$ cat config.mk
export PLATFORM = sky130hd
export DESIGN_NAME = stuck_response_analyzer_flat
export DESIGN_NICKNAME = d
export VERILOG_FILES = /design/src/rtl/stuck_response_analyzer_if.sv /design/src/rtl/stuck_response_analyzer.sv /design/src/flat_wrapper.sv
export SDC_FILE = /design/constraint.sdc
export NUM_CORES = 1
export LEC_CHECK = 0
export CAP_MARGIN = 20
export CORE_MARGIN = 4
export CORE_UTILIZATION = 40
export DETAILED_ROUTE_END_ITERATION = 10
export PLACE_DENSITY = 0.76
export SYNTH_ARGS = -nofsm -noshare
export SYNTH_HDL_FRONTEND = slang
export SYNTH_SLANG_ARGS = --single-unit
$ cat constraint.sdc
create_clock -name clk -period 1.8 [get_ports clk]
set_clock_uncertainty 0.05 [all_clocks]
set_input_delay 0.18 -clock clk [delete_from_list [all_inputs] [get_ports clk]]
set_output_delay 0.18 -clock clk [all_outputs]
set_load 0.005 [all_outputs]
$ cat src/rtl/stuck_response_analyzer_if.sv
`default_nettype none
// ============================================================================
// Module   : stuck_response_analyzer_if
// Brief    : Response stream and result bus of the stuck-at response analyser.
//            The master drives run control and circuit responses; the slave
//            (analyser) returns handshake, progress and verdict.
// Revision : 1.0 - initial release
// ============================================================================
interface stuck_response_analyzer_if #(
    parameter int VEC_W = 6,
    parameter int SIG_W = 16
);
    logic             start;
    logic             resp_valid;
    logic             resp_ready;
    logic             y_dut;
    logic             y_ref;
    logic [VEC_W-1:0] vec_idx;
    logic             busy;
    logic             done;
    logic             fault_detected;
    logic [VEC_W-1:0] first_fail_idx;
    logic [VEC_W:0]   fail_count;
    logic [SIG_W-1:0] signature;

    modport master (
        output start, resp_valid, y_dut, y_ref,
        input  resp_ready, vec_idx, busy, done, fault_detected,
               first_fail_idx, fail_count, signature
    );

    modport slave (
        input  start, resp_valid, y_dut, y_ref,
        output resp_ready, vec_idx, busy, done, fault_detected,
               first_fail_idx, fail_count, signature
    );
endinterface
`default_nettype wire

$ cat src/rtl/stuck_response_analyzer.sv
`default_nettype none
// ============================================================================
// Module   : stuck_response_analyzer
// Brief    : Output-response analyser for stuck-at fault campaigns. Compares
//            circuit and golden responses per vector, counts mismatches,
//            records the first failing vector and compacts y_dut into a MISR.
// Revision : 1.0 - initial release
// ============================================================================
module stuck_response_analyzer #(
    parameter int               VEC_W   = 6,
    parameter int               NUM_VEC = 64,
    parameter int               SIG_W   = 16,
    parameter logic [SIG_W-1:0] POLY    = 16'h1021,
    parameter logic [SIG_W-1:0] SEED    = 16'hFFFF
) (
    input  logic                        clk,
    input  logic                        rst,
    stuck_response_analyzer_if.slave    bus
);

    localparam logic [VEC_W-1:0] c_LAST_IDX = VEC_W'(NUM_VEC - 1);

    typedef enum logic [1:0] {
        S_IDLE = 2'd0,
        S_RUN  = 2'd1,
        S_DONE = 2'd2
    } state_t;

    state_t           r_state;
    state_t           w_state_next;

    logic [VEC_W-1:0] r_vec_idx;
    logic             r_fault_detected;
    logic [VEC_W-1:0] r_first_fail_idx;
    logic [VEC_W:0]   r_fail_count;
    logic [SIG_W-1:0] r_signature;

    logic             w_accept;
    logic             w_run_start;
    logic             w_mismatch;
    logic             w_last;
    logic [SIG_W-1:0] w_sig_next;

    // Handshake and per-response decode
    assign w_accept    = bus.resp_valid && (r_state == S_RUN);
    assign w_run_start = bus.start && (r_state != S_RUN);
    assign w_mismatch  = bus.y_dut ^ bus.y_ref;
    assign w_last      = (r_vec_idx == c_LAST_IDX);

    // MISR step: shift left, fold POLY back in when the MSB falls out, inject y_dut
    assign w_sig_next = {r_signature[SIG_W-2:0], 1'b0}
                      ^ (r_signature[SIG_W-1] ? POLY : '0)
                      ^ {{(SIG_W-1){1'b0}}, bus.y_dut};

    // State register
    always_ff @(posedge clk) begin
        if (rst) begin
            r_state <= S_IDLE;
        end else begin
            r_state <= w_state_next;
        end
    end

    // Next-state decode; start is only honoured outside RUN
    always_comb begin
        w_state_next = r_state;
        case (r_state)
            S_IDLE:  if (bus.start) w_state_next = S_RUN;
            S_RUN:   if (w_accept && w_last) w_state_next = S_DONE;
            S_DONE:  if (bus.start) w_state_next = S_RUN;
            default: w_state_next = S_IDLE;
        endcase
    end

    // Result registers: cleared on run entry, updated only on an accept
    always_ff @(posedge clk) begin
        if (rst || w_run_start) begin
            r_vec_idx        <= '0;
            r_fault_detected <= 1'b0;
            r_first_fail_idx <= '0;
            r_fail_count     <= '0;
            r_signature      <= SEED;
        end else if (w_accept) begin
            r_vec_idx   <= w_last ? '0 : r_vec_idx + VEC_W'(1);
            r_signature <= w_sig_next;
            if (w_mismatch) begin
                r_fail_count <= r_fail_count + (VEC_W+1)'(1);
                if (!r_fault_detected) begin
                    r_fault_detected <= 1'b1;
                    r_first_fail_idx <= r_vec_idx;
                end
            end
        end
    end

    assign bus.resp_ready     = (r_state == S_RUN);
    assign bus.busy           = (r_state == S_RUN);
    assign bus.done           = (r_state == S_DONE);
    assign bus.vec_idx        = r_vec_idx;
    assign bus.fault_detected = r_fault_detected;
    assign bus.first_fail_idx = r_first_fail_idx;
    assign bus.fail_count     = r_fail_count;
    assign bus.signature      = r_signature;

endmodule
`default_nettype wire

$ cat src/flat_wrapper.sv
// flat-port wrapper written by rule: the top's interface ports become plain ports
module stuck_response_analyzer_flat 
#(
    parameter int               VEC_W   = 6,
    parameter int               NUM_VEC = 64,
    parameter int               SIG_W   = 16,
    parameter logic [SIG_W-1:0] POLY    = 16'h1021,
    parameter logic [SIG_W-1:0] SEED    = 16'hFFFF
)
  (clk, rst, bus_start, bus_resp_valid, bus_y_dut, bus_y_ref, bus_resp_ready, bus_vec_idx, bus_busy, bus_done, bus_fault_detected, bus_first_fail_idx, bus_fail_count, bus_signature);
  stuck_response_analyzer_if #(.VEC_W(VEC_W), .SIG_W(SIG_W)) bus_i ();
  input  logic clk;
  input  logic rst;
  input wire logic [$bits(bus_i.start)-1:0] bus_start;
  input wire logic [$bits(bus_i.resp_valid)-1:0] bus_resp_valid;
  input wire logic [$bits(bus_i.y_dut)-1:0] bus_y_dut;
  input wire logic [$bits(bus_i.y_ref)-1:0] bus_y_ref;
  output wire logic [$bits(bus_i.resp_ready)-1:0] bus_resp_ready;
  output wire logic [$bits(bus_i.vec_idx)-1:0] bus_vec_idx;
  output wire logic [$bits(bus_i.busy)-1:0] bus_busy;
  output wire logic [$bits(bus_i.done)-1:0] bus_done;
  output wire logic [$bits(bus_i.fault_detected)-1:0] bus_fault_detected;
  output wire logic [$bits(bus_i.first_fail_idx)-1:0] bus_first_fail_idx;
  output wire logic [$bits(bus_i.fail_count)-1:0] bus_fail_count;
  output wire logic [$bits(bus_i.signature)-1:0] bus_signature;
  assign bus_i.start = bus_start;
  assign bus_i.resp_valid = bus_resp_valid;
  assign bus_i.y_dut = bus_y_dut;
  assign bus_i.y_ref = bus_y_ref;
  assign bus_resp_ready = bus_i.resp_ready;
  assign bus_vec_idx = bus_i.vec_idx;
  assign bus_busy = bus_i.busy;
  assign bus_done = bus_i.done;
  assign bus_fault_detected = bus_i.fault_detected;
  assign bus_first_fail_idx = bus_i.first_fail_idx;
  assign bus_fail_count = bus_i.fail_count;
  assign bus_signature = bus_i.signature;
  stuck_response_analyzer #(.VEC_W(VEC_W), .NUM_VEC(NUM_VEC), .SIG_W(SIG_W), .POLY(POLY), .SEED(SEED)) u_core (.clk(clk), .rst(rst), .bus(bus_i));
endmodule
== After elaboration in Yosys (flattened, before gate mapping) ==
Cells that the tools add are included.
Cells by class
  add/sub/neg operators: 2
  multiply operators: 0
  div/mod/pow operators: 0
  magnitude comparators: 0
  equal/unequal tests: 6
  shifts and indexed selects: 0
  muxes and demuxes: 5
  bitwise logic cells: 4
  reduce and logical (&&, ||, !) cells: 9
Operators with widths (number)
  16-bit by 1-bit XOR with 16-bit output: 1
  16-bit XOR: 1
  13-bit two-way mux: 1
  7-bit by 1-bit adder with 7-bit output (second input constant): 1
  6-bit by 1-bit adder with 6-bit output (second input constant): 1
  6-bit equality test (second input constant): 1
  6-bit two-way mux: 1
  2-bit by 1-bit inequality test with 1-bit output (second input constant): 3
  2-bit two-way mux: 2
  2-bit case mux with 2 select lines: 1
  2-bit AND reduction: 2
  1-bit logical AND: 3
  3-bit AND reduction: 1
  2-bit by 1-bit equality test with 1-bit output (second input constant): 1
  2-bit equality test (second input constant): 1
  2-bit logical NOT: 1
  2-bit OR reduction: 1
  1-bit logical OR: 1
  1-bit NOT: 1
  1-bit XOR: 1
Word-level totals
  register bits after elaboration: 38
  latch bits: 0
  bits in writable memories: 0
  bits in read-only memories: 0
  output and inout bits: 39
  logic and storage cells: 32
  memories: 0

== Longest topological paths before layout ==
Gate-level depths: netlist (run 1).
  depth in word-level cells: 5
  gate-level depth with buffers: 5

== Worst setup path after synthesis (run 1) ==
OpenSTA, ideal clock, no wires.
  path kind: register to register
  from: reg u_core.r_vec_idx[0], in the netlist u_core.bus.vec_idx[0]
  to: reg u_core.r_state[0]
  library setup time: 0.114 ns
  data arrival time: 1.231 ns
  required time: 1.636 ns
  path slack: 0.406 ns
  stages on the path, launching flop included: 6
  period minus slack after synthesis: 1.394 ns
  path through: dfxtp_1 -> ha_1 -> nand2_1 -> or3_1 -> a21oi_1 -> nor2_1
Between the ends
  longest elaborated chain between the ends: 4
Ends and longest elaborated chain
  start: declaration: RTL line stuck_response_analyzer.sv:32  | logic [VEC_W-1:0] r_vec_idx;
  start signal: assignment: RTL line stuck_response_analyzer.sv:84  | r_vec_idx <= w_last ? '0 : r_vec_idx + VEC_W'(1);
  6-bit equality test: RTL line stuck_response_analyzer.sv:48  | assign w_last = (r_vec_idx == c_LAST_IDX);
  1-bit logical AND: RTL line stuck_response_analyzer.sv:69  | S_RUN: if (w_accept && w_last) w_state_next = S_DONE;
  2-bit by 1-bit inequality test with 1-bit output (no line)
  2-bit AND reduction (no line)
  end signal: assignment: RTL line stuck_response_analyzer.sv:60  | r_state <= w_state_next;
  end: declaration: RTL line stuck_response_analyzer.sv:29  | state_t r_state;
No other way between the ends.
A chain may end at the register's enable or synchronous reset.

== Worst setup path in the final report (run 1) ==
  from: reg u_core.r_state[0]
  to: out bus_resp_ready
Between the ends
  longest elaborated chain between the ends: 1
Ends and longest elaborated chain
  2-bit by 1-bit equality test with 1-bit output: RTL line stuck_response_analyzer.sv:96  | assign bus.resp_ready = (r_state == S_RUN);
  end: declaration: RTL line flat_wrapper.sv:18  | output wire logic [$bits(bus_i.resp_ready)-1:0] bus_resp_ready;
No other way between the ends.

==> results of run 1 <==
[worst reg2reg max path, delay by kind of cell (launching register included)]
kind / cells / cell delay (ns)
AO/OA/AOI/OAI: 1 / 0.18
flip-flops: 1 / 0.40
AND/OR/NAND/NOR: 3 / 0.73
[flip-flops by register name, summed over array words and instances (netlist names)]
register and flops:
u_core.bus.vec_idx 6, u_core.bus.fail_count 7, u_core.bus.signature 16, u_core.bus.first_fail_idx 6
u_core.bus.fault_detected 1, u_core.r_state 2
[metal layers]
layer	vias to the layer above	track usage	routed length (um)
li1	712	-	-
met1	584	0.1712	1642
met2	31	0.2154	1538
met3	6	0.03186	130
met4	0	0.06472	47
met5	-	0	0
[worst max-delay path by stage]
stage | from | to | slack, ns | cells after the start
after floorplan | u_core.bus.vec_idx[0] | u_core.r_state[0] | 0.41 | 5
after global placement | bus_y_dut | u_core.bus.fail_count[6] | 0.12 | 5
after detailed placement | bus_y_dut | u_core.bus.fail_count[6] | 0.10 | 5
after CTS | u_core.r_state[0] | bus_resp_ready | 0.1 | 3
after global routing | u_core.r_state[0] | bus_resp_ready | 0.01 | 3
final | u_core.r_state[0] | bus_resp_ready | 0.12 | 3
[stage by stage]
| step | instances | cell area, um^2 | setup slack, ns | power, mW |
|---|---|---|---|---|
| 3_3_place_gp | 275 | 2081 | 0.1182 | 1.069 |
| 3_5_place_dp | 275 | 2081 | 0.1018 | 1.071 |
| 5_1_grt | 281 | 2163 | 0.01016 | 1.673 |
| 4_1_cts | 281 | 2163 | 0.09934 | 1.622 |
| 2_1_floorplan | 197 | 1657 | 0.4056 | 1.005 |
| 6_report | 281 | 2163 | 0.1166 | 1.594 |
[power by group]
group | switching [mW] | internal, mW | leakage [nW]
clock network | 0.249 | 0.295 | 0.0431
logic | 0.0864 | 0.0875 | 0.486
registers | 0.0165 | 0.860 | 0.308
total | 0.352 | 1.24 | 0.837
[synthesized netlist by cell type]
| master | number |
|---|---|
| nor3_2 | 1 |
| nor3_1 | 2 |
| or3_1 | 4 |
| and3b_1 | 1 |
| buf_4 | 15 |
| and2b_1 | 1 |
| o21ai_0 | 7 |
| nor4b_2 | 1 |
| clkbuf_1 | 4 |
| inv_1 | 1 |
| nor3b_1 | 1 |
| xor2_1 | 2 |
| o211ai_1 | 3 |
| nor2_1 | 11 |
| xnor2_1 | 9 |
| nand4_1 | 3 |
| a32oi_1 | 1 |
| and3_1 | 1 |
| xnor2_2 | 1 |
| ha_1 | 2 |
| nand2_1 | 43 |
| nand2b_4 | 1 |
| a21oi_1 | 9 |
| buf_2 | 4 |
| nand3b_2 | 1 |
| dfxtp_1 | 38 |
| nand3_1 | 22 |
| nor2b_1 | 1 |
| a21o_1 | 1 |
| nand2b_1 | 2 |
| and2_1 | 1 |
| o21ai_1 | 2 |
| or2_0 | 1 |
[cells by family after synthesis]
family / count (synthesis) / share of synthesized area
compound gates: 23 / 0.07779
flops: 38 / 0.4592
fa+ha+maj: 2 / 0.01510
simple gates: 98 / 0.2885
xor+xnor: 12 / 0.06798
buf+inv: 24 / 0.09139
[cell type report]
type	instances	share of cell area
Sequential cell	38	0.3516
Clock buffer	6	0.03817
Multi-Input combinational cell	135	0.3459
Tap cell	50	0.02892
Inverter	1	0.001735
Timing Repair Buffer	51	0.2337
==> impl_metrics.env, run 1 <==
export IMPL_outcome="finished clean"
export IMPL_p_leak_nw=0.8371
export IMPL_reg2regPathDepth=4
export IMPL_r2r_end="u_core.bus.vec_idx[3]"
export IMPL_whs_ns=0.4038
export IMPL_worst_hold_path_num_cells=2
export IMPL_cp_arrival_ns=1.45
export IMPL_min_to="u_core.bus.first_fail_idx[3]"
export IMPL_grt_pass1_wl_um=5678
export IMPL_clk_latency_ns=0.27
export IMPL_gp_congestion=0.8209
export IMPL_die_area_um2=5235
export IMPL_start_kind="flip-flop"
export IMPL_mostFrequentLayoutCells="clkdlybuf4s50_1 (44), nand2_1 (43), dfxtp_1 (38)"
export IMPL_multi_input_area_um2=748.2
export IMPL_timing_final_max_slew_violations=0
export IMPL_cp_max_fo=5
export IMPL_worst_path_buf_inv=2
export IMPL_fill_cells=370
export IMPL_holdCritPathClass="reg -> reg"
export IMPL_dr_pass1_iters=4
export IMPL_cts_htree_levels=2
export IMPL_path_delay_family="buffers and inverters"
export IMPL_tns_ns=0
export IMPL_diodes=0
export IMPL_area_growth_pct=30.59
export IMPL_critPathKind="reg -> out"
export IMPL_synth_warnings=0
export IMPL_vdd_drop_max_v=0.0003078
export IMPL_worst_slew_pin_slew_ns=0.4405
export IMPL_fmax_mhz=594.0
export IMPL_cts_root_buf="clkbuf_8"
export IMPL_overflow=0
export IMPL_core_area_um2=4000
export IMPL_drc_errors=0
export IMPL_grt_usage=0.1351
export IMPL_ys_seq_area_frac=0.4592
export IMPL_drt_wirelength_per_cell_um=11.95
export IMPL_syn_nets=205
export IMPL_final_common_cell="clkdlybuf4s50_1"
export IMPL_wl_um=3359
export IMPL_reg2reg_setup_slack_ns=0.36
export IMPL_drive_gt1_frac=0.08225
export IMPL_ioPinCount=45
export IMPL_cap_violations=0
export IMPL_end_kind="primary output"
export IMPL_syn_inst=197
export IMPL_fp_row_count=23
export IMPL_numCtsBuffers=5
export IMPL_drt_initial_drc_count=42
export IMPL_vias=1333
export IMPL_dp_final_hpwl_um=2430
export IMPL_synth_top_area_share=0.4592
export IMPL_setup_viol=0
export IMPL_critical_path_cell_chain="nand2b_1 > inv_1 > clkdlybuf4s50_1"
export IMPL_cts_tree="done"
export IMPL_grt_max_degree=30
export IMPL_start_util=0.4141
export IMPL_grt_setup_unrepaired="no"
export IMPL_postCtsHoldBufs=0
export IMPL_io_buffers=44
export IMPL_clkTransAtPathRegs_ns=0.06
export IMPL_antenna_found_initial=0
export IMPL_seq_area_um2=760.7
export IMPL_synth_cell_area_um2=1657
export IMPL_post_cts_resized=0
export IMPL_critical_path_slowest_cell="clkdlybuf4s50_1"
export IMPL_r2r_start="u_core.r_state[0]"
export IMPL_die_h_um=72.36
export IMPL_grt_pass1_vias=1271
export IMPL_nets=240
export IMPL_hold_path_startpoint="u_core.bus.first_fail_idx[3]"
export IMPL_final_core_util=0.5408
export IMPL_min_period_ns=1.683
export IMPL_yosysUniqueCellTypes=33
export IMPL_synth_top_area_cell="dfxtp_1"
export IMPL_synth_area_top_cells="dfxtp_1 (46%), nand2_1 (9.7%), buf_4 (6.8%)"
export IMPL_slowest_delay_ns=0.51
export IMPL_cp_required_ns=1.57
export IMPL_cts_buffer_depth=2
export IMPL_die_x_um=72.36
export IMPL_post_cts_buffers=0
export IMPL_via_per_inst=4.744
export IMPL_period_share=0.9352
export IMPL_slew_headroom=0.7064
export IMPL_synth_seq_cells=38
export IMPL_synth_avg_cell_area_um2=8.409
export IMPL_clock_sinks=38
export IMPL_powerDensity_nw_per_um2=736.8
export IMPL_hold_viol_final=0
export IMPL_antenna_left=0
(Power assumes the default switching activity.)
==> inputs of run 2 (changes only) <==
--- a/config.mk
+++ b/config.mk
@@ -10,6 +10,7 @@
 export CORE_UTILIZATION = 40
 export DETAILED_ROUTE_END_ITERATION = 10
 export PLACE_DENSITY = 0.76
+export SETUP_SLACK_MARGIN = 0.05
 export SYNTH_ARGS = -nofsm -noshare
 export SYNTH_HDL_FRONTEND = slang
 export SYNTH_SLANG_ARGS = --single-unit
==> impl_metrics.env, run 2 (synthesis results as in run 1) <==
export IMPL_end_kind="primary output"
export IMPL_post_cts_buffers=0
export IMPL_nets=240
export IMPL_cap_violations=0
export IMPL_setup_viol=0
export IMPL_grt_usage=0.1351
export IMPL_vias=1332
export IMPL_min_period_ns=1.642
export IMPL_cts_buffer_depth=2
export IMPL_slew_headroom=0.7065
export IMPL_vdd_drop_max_v=0.0003078
export IMPL_core_area_um2=4000
export IMPL_start_kind="flip-flop"
export IMPL_die_x_um=72.36
export IMPL_holdCritPathClass="reg -> reg"
export IMPL_grt_pass1_vias=1271
export IMPL_final_core_util=0.5427
export IMPL_postCtsHoldBufs=0
export IMPL_die_h_um=72.36
export IMPL_fmax_mhz=609.0
export IMPL_p_leak_nw=0.8382
export IMPL_io_buffers=44
export IMPL_clock_sinks=38
export IMPL_timing_final_max_slew_violations=0
export IMPL_antenna_found_initial=0
export IMPL_mostFrequentLayoutCells="clkdlybuf4s50_1 (44), nand2_1 (43), dfxtp_1 (38)"
export IMPL_post_cts_resized=0
export IMPL_outcome="finished clean"
export IMPL_clk_latency_ns=0.27
export IMPL_grt_setup_unrepaired="no"
export IMPL_dr_pass1_iters=4
export IMPL_drt_wirelength_per_cell_um=11.95
export IMPL_hold_viol_final=0
export IMPL_via_per_inst=4.740
export IMPL_die_area_um2=5235
export IMPL_dp_final_hpwl_um=2430
export IMPL_overflow=0
export IMPL_powerDensity_nw_per_um2=735.3
export IMPL_period_share=0.9123
export IMPL_fp_row_count=23
export IMPL_dp_cells=275
export IMPL_grt_max_degree=30
export IMPL_cts_tree="done"
export IMPL_start_util=0.4141
export IMPL_gp_congestion=0.8209
export IMPL_worst_slew_pin_slew_ns=0.4402
export IMPL_cp_arrival_ns=1.41
export IMPL_drt_initial_drc_count=53
export IMPL_power_mw=1.596
export IMPL_drive_gt1_frac=0.08658
export IMPL_grt_pass1_wl_um=5678
export IMPL_tns_ns=0
export IMPL_largest_register_ffs=16
export IMPL_final_common_cell="clkdlybuf4s50_1"
export IMPL_final_cells=281
export IMPL_cp_required_ns=1.57
export IMPL_area_growth_pct=31.04
export IMPL_cts_root_buf="clkbuf_8"
export IMPL_fill_cells=368
export IMPL_wl_um=3357
export IMPL_clkTransAtPathRegs_ns=0.06
export IMPL_cp_max_fo=5
export IMPL_critPathKind="reg -> out"
export IMPL_drc_errors=0
export IMPL_antenna_left=0
export IMPL_cts_htree_levels=2
export IMPL_ioPinCount=45
export IMPL_numCtsBuffers=5
export IMPL_diodes=0
==> run 2: cell counts in the layout (fill, tap and decap cells not counted) <==
No cell type changed its count.
==> run 2: metrics by stage <==
| stage | setup slack (ns) | area, um^2 | hold WS (ns) |
|---|---|---|---|
| 2_1_floorplan | 0.4056 | 1657 | 0.1991 |
| 5_1_grt | 0.06318 | 2171 | 0.4257 |
| 4_1_cts | 0.09934 | 2163 | 0.4091 |
| 6_report | 0.1579 | 2171 | 0.4038 |
| 3_5_place_dp | 0.1018 | 2081 | 0.4006 |
| 3_3_place_gp | 0.1182 | 2081 | 0.3848 |
==> run 2: final timing paths <==
kind	slack, ns	start	endpoint	depth (start not counted)
hold reg to reg	0.40	u_core.bus.first_fail_idx[3]	u_core.bus.first_fail_idx[3]	2
setup reg to reg	0.30	u_core.r_state[0]	u_core.bus.vec_idx[3]	4
hold / removal	0.40	u_core.bus.first_fail_idx[3]	u_core.bus.first_fail_idx[3]	2
setup / recovery	0.16	u_core.r_state[0]	bus_resp_ready	3
==> run 2: power breakdown <==
| part | switching [mW] | total [mW] | internal (mW) |
|---|---|---|---|
| Combinational | 0.0864 | 0.175 | 0.0887 |
| Clock | 0.249 | 0.544 | 0.295 |
| Sequential | 0.0175 | 0.877 | 0.860 |
==> run 2: metal layers <==
metal  vias up  global-route usage  part of all wire
met4         0             0.06472             0.014
met2        31              0.2154              0.46
met1       582              0.1712              0.49
met5         -                   0                 0
met3         6             0.03186             0.039
li1        713                   -                 -
==> run 2: area by class of cell <==
cell class,count,area (um^2),share of cell area
Clock buffer,6,82.58,0.03804
Inverter,1,3.754,0.001729
Timing Repair Buffer,51,505.5,0.2329
Sequential cell,38,760.7,0.3504
Tap cell,50,62.56,0.02882
Multi-Input combinational cell,135,755.7,0.3481
==> run 2: critical path, cell delays in order (launching register included) <==
cell and delay, ns:
dfxtp_1 0.44, nand2b_4 0.10, inv_1 0.09, clkdlybuf4s50_1 0.51
